<file path="src/rtl/reg_file_2r1w.sv">
// ----------------------------------------------------------------------------
// reg_file_2r1w
//   Parametrised operand register file with two independent registered read
//   ports and one write port. Two operands can be read every cycle while a
//   result is written back. Entry 0 can be hardwired to zero, and a read that
//   hits the entry being written in the same cycle can optionally see the
//   new data.
//
// Parameters
//   DATA_W   width of each entry, bits
//   ADDR_W   address width; depth = 2**ADDR_W
//   ZERO_REG 1: entry 0 reads 0 and ignores writes
//   BYPASS   1: same-cycle write data is forwarded to a colliding read
//
// Ports
//   clk                 rising-edge clock
//   rst                 synchronous reset, active-high; clears file and outputs
//   we, waddr, wdata    write port
//   re_a, raddr_a       read request, port A
//   rdata_a, rvalid_a   registered read data and its one-cycle valid strobe
//   re_b, raddr_b       read request, port B
//   rdata_b, rvalid_b   registered read data and its one-cycle valid strobe
// ----------------------------------------------------------------------------
module reg_file_2r1w #(
    parameter int DATA_W   = 8,
    parameter int ADDR_W   = 3,
    parameter int ZERO_REG = 1,
    parameter int BYPASS   = 1
) (
    input  logic              clk,
    input  logic              rst,
    input  logic              we,
    input  logic [ADDR_W-1:0] waddr,
    input  logic [DATA_W-1:0] wdata,
    input  logic              re_a,
    input  logic [ADDR_W-1:0] raddr_a,
    output logic [DATA_W-1:0] rdata_a,
    output logic              rvalid_a,
    input  logic              re_b,
    input  logic [ADDR_W-1:0] raddr_b,
    output logic [DATA_W-1:0] rdata_b,
    output logic              rvalid_b
);

    localparam int DEPTH = 1 << ADDR_W;

    logic [DATA_W-1:0] mem [DEPTH];
    logic              write_ok;
    logic [DATA_W-1:0] next_a;
    logic [DATA_W-1:0] next_b;

    // Writes to the hardwired-zero entry are dropped.
    assign write_ok = we && !((ZERO_REG != 0) && (waddr == '0));

    // Read-data selection per port. The zero-register rule is applied last so
    // it overrides the bypass path on an address-0 collision.
    // NOTE: every always_comb output gets a default first so no path leaves it
    // unassigned, which would otherwise infer a latch.
    always_comb begin
        next_a = mem[raddr_a];
        if ((BYPASS != 0) && we && (raddr_a == waddr)) begin
            next_a = wdata;
        end
        if ((ZERO_REG != 0) && (raddr_a == '0)) begin
            next_a = '0;
        end
    end

    always_comb begin
        next_b = mem[raddr_b];
        if ((BYPASS != 0) && we && (raddr_b == waddr)) begin
            next_b = wdata;
        end
        if ((ZERO_REG != 0) && (raddr_b == '0)) begin
            next_b = '0;
        end
    end

    // NOTE: state is updated with non-blocking assignments so every register
    // samples pre-edge values; this is what makes BYPASS=0 return the old
    // contents on a collision.
    always_ff @(posedge clk) begin
        if (rst) begin
            // NOTE: the whole array is cleared because the file must read 0
            // after reset; this prevents mapping onto a RAM macro without
            // reset, which is acceptable for a small operand store.
            for (int i = 0; i < DEPTH; i++) begin
                mem[i] <= '0;
            end
            rdata_a  <= '0;
            rdata_b  <= '0;
            rvalid_a <= 1'b0;
            rvalid_b <= 1'b0;
        end else begin
            if (write_ok) begin
                mem[waddr] <= wdata;
            end
            rvalid_a <= re_a;
            rvalid_b <= re_b;
            if (re_a) begin
                rdata_a <= next_a;
            end
            if (re_b) begin
                rdata_b <= next_b;
            end
        end
    end

endmodule
</file>
<file path="config.mk">
export PLATFORM = sky130hd
export DESIGN_NAME = reg_file_2r1w
export DESIGN_NICKNAME = d
export VERILOG_FILES = /design/src/rtl/reg_file_2r1w.sv
export SDC_FILE = /design/constraint.sdc
export NUM_CORES = 1
export LEC_CHECK = 0
export CAP_MARGIN = 20
export CELL_PAD_IN_SITES_DETAIL_PLACEMENT = 1
export CELL_PAD_IN_SITES_GLOBAL_PLACEMENT = 1
export CORE_UTILIZATION = 48
export CTS_CLUSTER_SIZE = 40
export DETAILED_ROUTE_END_ITERATION = 6
export PLACE_DENSITY = 0.8
export SYNTH_ARGS = -nofsm -noshare
export SYNTH_HDL_FRONTEND = slang
export SYNTH_SLANG_ARGS = --single-unit
</file>
<file path="constraint.sdc">
create_clock -name clk -period 2.51 [get_ports clk]
set_input_delay 0.753 -clock clk [delete_from_list [all_inputs] [get_ports clk]]
set_output_delay 0.753 -clock clk [all_outputs]
set_load 0.05 [all_outputs]
</file>
==> flow_summary.yaml <==
outcome:
  run_status: "finished clean"
die:
  initial_cell_density_of_the_core_pct: 49.6
  die-area_um2: 8910
  coreArea_um2: 8260
  pin_count: 40
  horizontal_extent_of_the_die_um: 94.4
  num_rows: 33
  die_y_um: 94.4
clock_network:
  cts_max_path_buffers: 2
  cts_num_sinks: 82
  cts-hold-fix-buffers: 0
  tritoncts_clock_tree: "done"
  cts.htree.levels: 3
  cts_setup_buffers: 0
  tritoncts.num_buffers: 9
  cts-resized-gates: 0
  clk_pin_slew_ps: 90
  cell_at_the_root_of_the_clock_tree: "sky130_fd_sc_hd__clkbuf_8"
  worstSkewPairLatency_ps: 370
finish:
  layout-area-overhead-vs-synth_pct: 22.5
  finish.net_count: 369
  drive_gt1_share_pct: 21.3
  instances_no_fill: 457
  final_cell_mix: "64 x sky130_fd_sc_hd__edfxtp_1, 48 x sky130_fd_sc_hd__nor3_1, 39 x sky130_fd_sc_hd__clkdlybuf4s50_1"
  stdcell_area_um2: 5020
  n_antenna_cell: 0
  most_common_library_cell_in_the_layout_ignoring_fill_and_taps: "sky130_fd_sc_hd__edfxtp_1"
placement:
  place_hpwl_mm: 8.71
  portBuffers: 39
  placement.cell_area_um2: 4810
  dp_cells: 441
  finalWeightedCongestion: 0.802
drt:
  detail_route.wl_per_cell_um: 26.0
  dr.first_iter.drc_count: 331
  detail_route.first_pass.iterations: 6
  antenna_left: 0
  drt_drc_violations_left: 0
  drt-vias-per-instance: 6.39
  num_vias: 2920
  detail_route.wirelength_mm: 11.9
sta:
  layout_min_cycle_time_ps: 2440
  endpoints_failing_setup: 0
  tns_ps: 0
  max_slew_margin_pct: 60.0
  timing_max_transition_violations_final: 0
  period_share_pct: 97.4
  worst_slew_pin_slew_ps: 598
  rsz0062_at_grt: "false"
  worst_clock_skew_ps: 15.6
  hold_viol: 0
  max_freq_ghz: 0.409
power:
  power-per-cell-area_nw_per_um2: 640
  power.static_leakage_nw: 1.73
  power.clock.fraction_pct: 32.0
  vdd_drop_max_uv: 336
  share_seq_of_total_power_pct: 50.8
  share_comb_of_total_power_pct: 17.3
  p_int_w: 0.00229
  switchingPower_w: 0.000920
  p_sw_share_pct: 28.7
logic_synthesis:
  postSynthCellCount: 283
  synth_seq_cells: 82
  netlist_area_um2: 4100
  synthesis.area_per_instance_um2: 14.5
  synthDominantAreaCellType: "sky130_fd_sc_hd__edfxtp_1"
  yosysWarningCount: 0
  area_share_of_the_leading_cell_type_in_the_synthesized_netlist_pct: 46.9
  synthDistinctLibCells: 30
  synth_seq_area_share_pct: 55.7
  yosys-top-cells-area: "sky130_fd_sc_hd__edfxtp_1 47%, sky130_fd_sc_hd__mux4_2 10%, sky130_fd_sc_hd__dfxtp_1 8.8%"
setup_path:
  worstPathArrival_ps: 2700
  cp.required_ps: 2770
  crit_path_start_kind: "input pin"
  critPathSlowestCell: "sky130_fd_sc_hd__mux4_1"
  path_max_fanout: 18
  timing.critical_path.cells: "clkdlybuf4s50_1 > buf_12 > mux4_1 > mux2_2 > a221o_1"
  slowest_delay_ps: 590
  worst_setup_path_end_kind: "flop"
  timing.setup.critical_path_class: "in2reg"
  reg2reg_from: "mem[5][6]"
  crit_start: "raddr_b[0]"
hold_path:
  holdCritPathClass: "reg2reg"
  worst_hold_path_startpoint: "rdata_a[1]"
grt:
  antenna_found_initial: 0
  grt_pass1_vias: 3133
  grt_first_pass_wirelength_mm: 18.1
  maximum_number_of_pins_on_one_net_before_global_route_repair: 19
  overflow: 0
  track_usage_pct: 29.1
flow_run:
  drv_cap: 0
## state kept, by name, indices dropped and copies added (netlist names)
signal,cells
rdata_a,8
rdata_b,8
mem,64
rvalid_a,1
rvalid_b,1
## per-layer routing
metal | GRT usage [%] | share of wire [%] | up-vias
li1 | - | - | 1273
met1 | 37.9 | 41 | 1450
met2 | 47.5 | 49 | 161
met3 | 5.56 | 6.9 | 36
met4 | 13.2 | 2.7 | 0
met5 | 0 | 0 | -
## cell type report
class	count	area (µm²)
clock buffers	9	124
clock inverters	7	87.6
fillers	827	3240
inverters	9	33.8
multi-input cells	174	1680
flip-flops and latches	82	2280
well taps	105	131
repair buffers	71	681
## power by group through the flow
stage	Sequential [W]	Combinational (W)	Clock, W
CTS	0.00163	0.000553	0.00103
global placement	0.00164	0.000524	0
detailed placement	0.00165	0.000545	0
finish	0.00163	0.000555	0.00103
floorplan	0.00170	0.000263	0
global route	0.00164	0.000583	0.00108
## path summary, 6_finish.rpt
| path | end | slack [ps] | depth (start not counted) |
|---|---|---|---|
| worst min-delay path | rdata_a[1] | 480 | 2 |
| worst min register to register | rdata_a[1] | 480 | 2 |
| worst max register to register | rdata_b[6] | 710 | 3 |
| worst max-delay path | rdata_b[5] | 70 | 5 |
## cells by family after synthesis
group                     synth area share, %
and+or+nand+nor                          11.0
DFF                                      55.7
muxes                                    22.9
buffers and inverters                    3.97
AOI/OAI and AO/OA                        4.98
xor gates and xnor gates                 1.28
other                                  0.0915
## stage by stage
step / hold slack, ps / setup WS (ps) / util [%] / total power, W
final: 476 / 66.0 / 60.8 / 0.00321
after global routing: 498 / 24.0 / 60.8 / 0.00330
after CTS: 481 / 70.3 / 60.8 / 0.00321
after detailed placement: 457 / -255 / 58.2 / 0.00220
after global placement: 447 / -212 / 58.2 / 0.00216
after floorplan: 717 / 170 / - / 0.00197
## synthesized netlist by cell type
cell                       number
sky130_fd_sc_hd__nor3_1        48
sky130_fd_sc_hd__xnor2_1        6
sky130_fd_sc_hd__dfxtp_1       18
sky130_fd_sc_hd__mux2i_1        8
sky130_fd_sc_hd__nand3b_1       1
sky130_fd_sc_hd__inv_1          8
sky130_fd_sc_hd__nor2_1         3
sky130_fd_sc_hd__nor2b_1        3
sky130_fd_sc_hd__conb_1         1
sky130_fd_sc_hd__nand2b_1       3
sky130_fd_sc_hd__nand2_1       10
sky130_fd_sc_hd__nor4_1         8
sky130_fd_sc_hd__clkinv_1       1
sky130_fd_sc_hd__clkbuf_1      16
sky130_fd_sc_hd__a221o_1        8
sky130_fd_sc_hd__and2_1         8
sky130_fd_sc_hd__edfxtp_1      64
sky130_fd_sc_hd__o221ai_1       8
sky130_fd_sc_hd__nand3_1        1
sky130_fd_sc_hd__buf_1          3
sky130_fd_sc_hd__nand4_1        2
sky130_fd_sc_hd__buf_2          3
sky130_fd_sc_hd__o31a_1         1
sky130_fd_sc_hd__o21ai_0        6
sky130_fd_sc_hd__mux4_1        13
sky130_fd_sc_hd__o31ai_1        2
sky130_fd_sc_hd__mux4_2        19
sky130_fd_sc_hd__buf_12         1
sky130_fd_sc_hd__buf_6          2
sky130_fd_sc_hd__mux2_2         8
## critical path: cells and delay by family
kind,cells,cell delay [ps]
muxes,2,890
AOI/OAI and AO/OA,1,310
buffers and inverters,2,720
No activity file was read; power rests on OpenSTA's default activity.
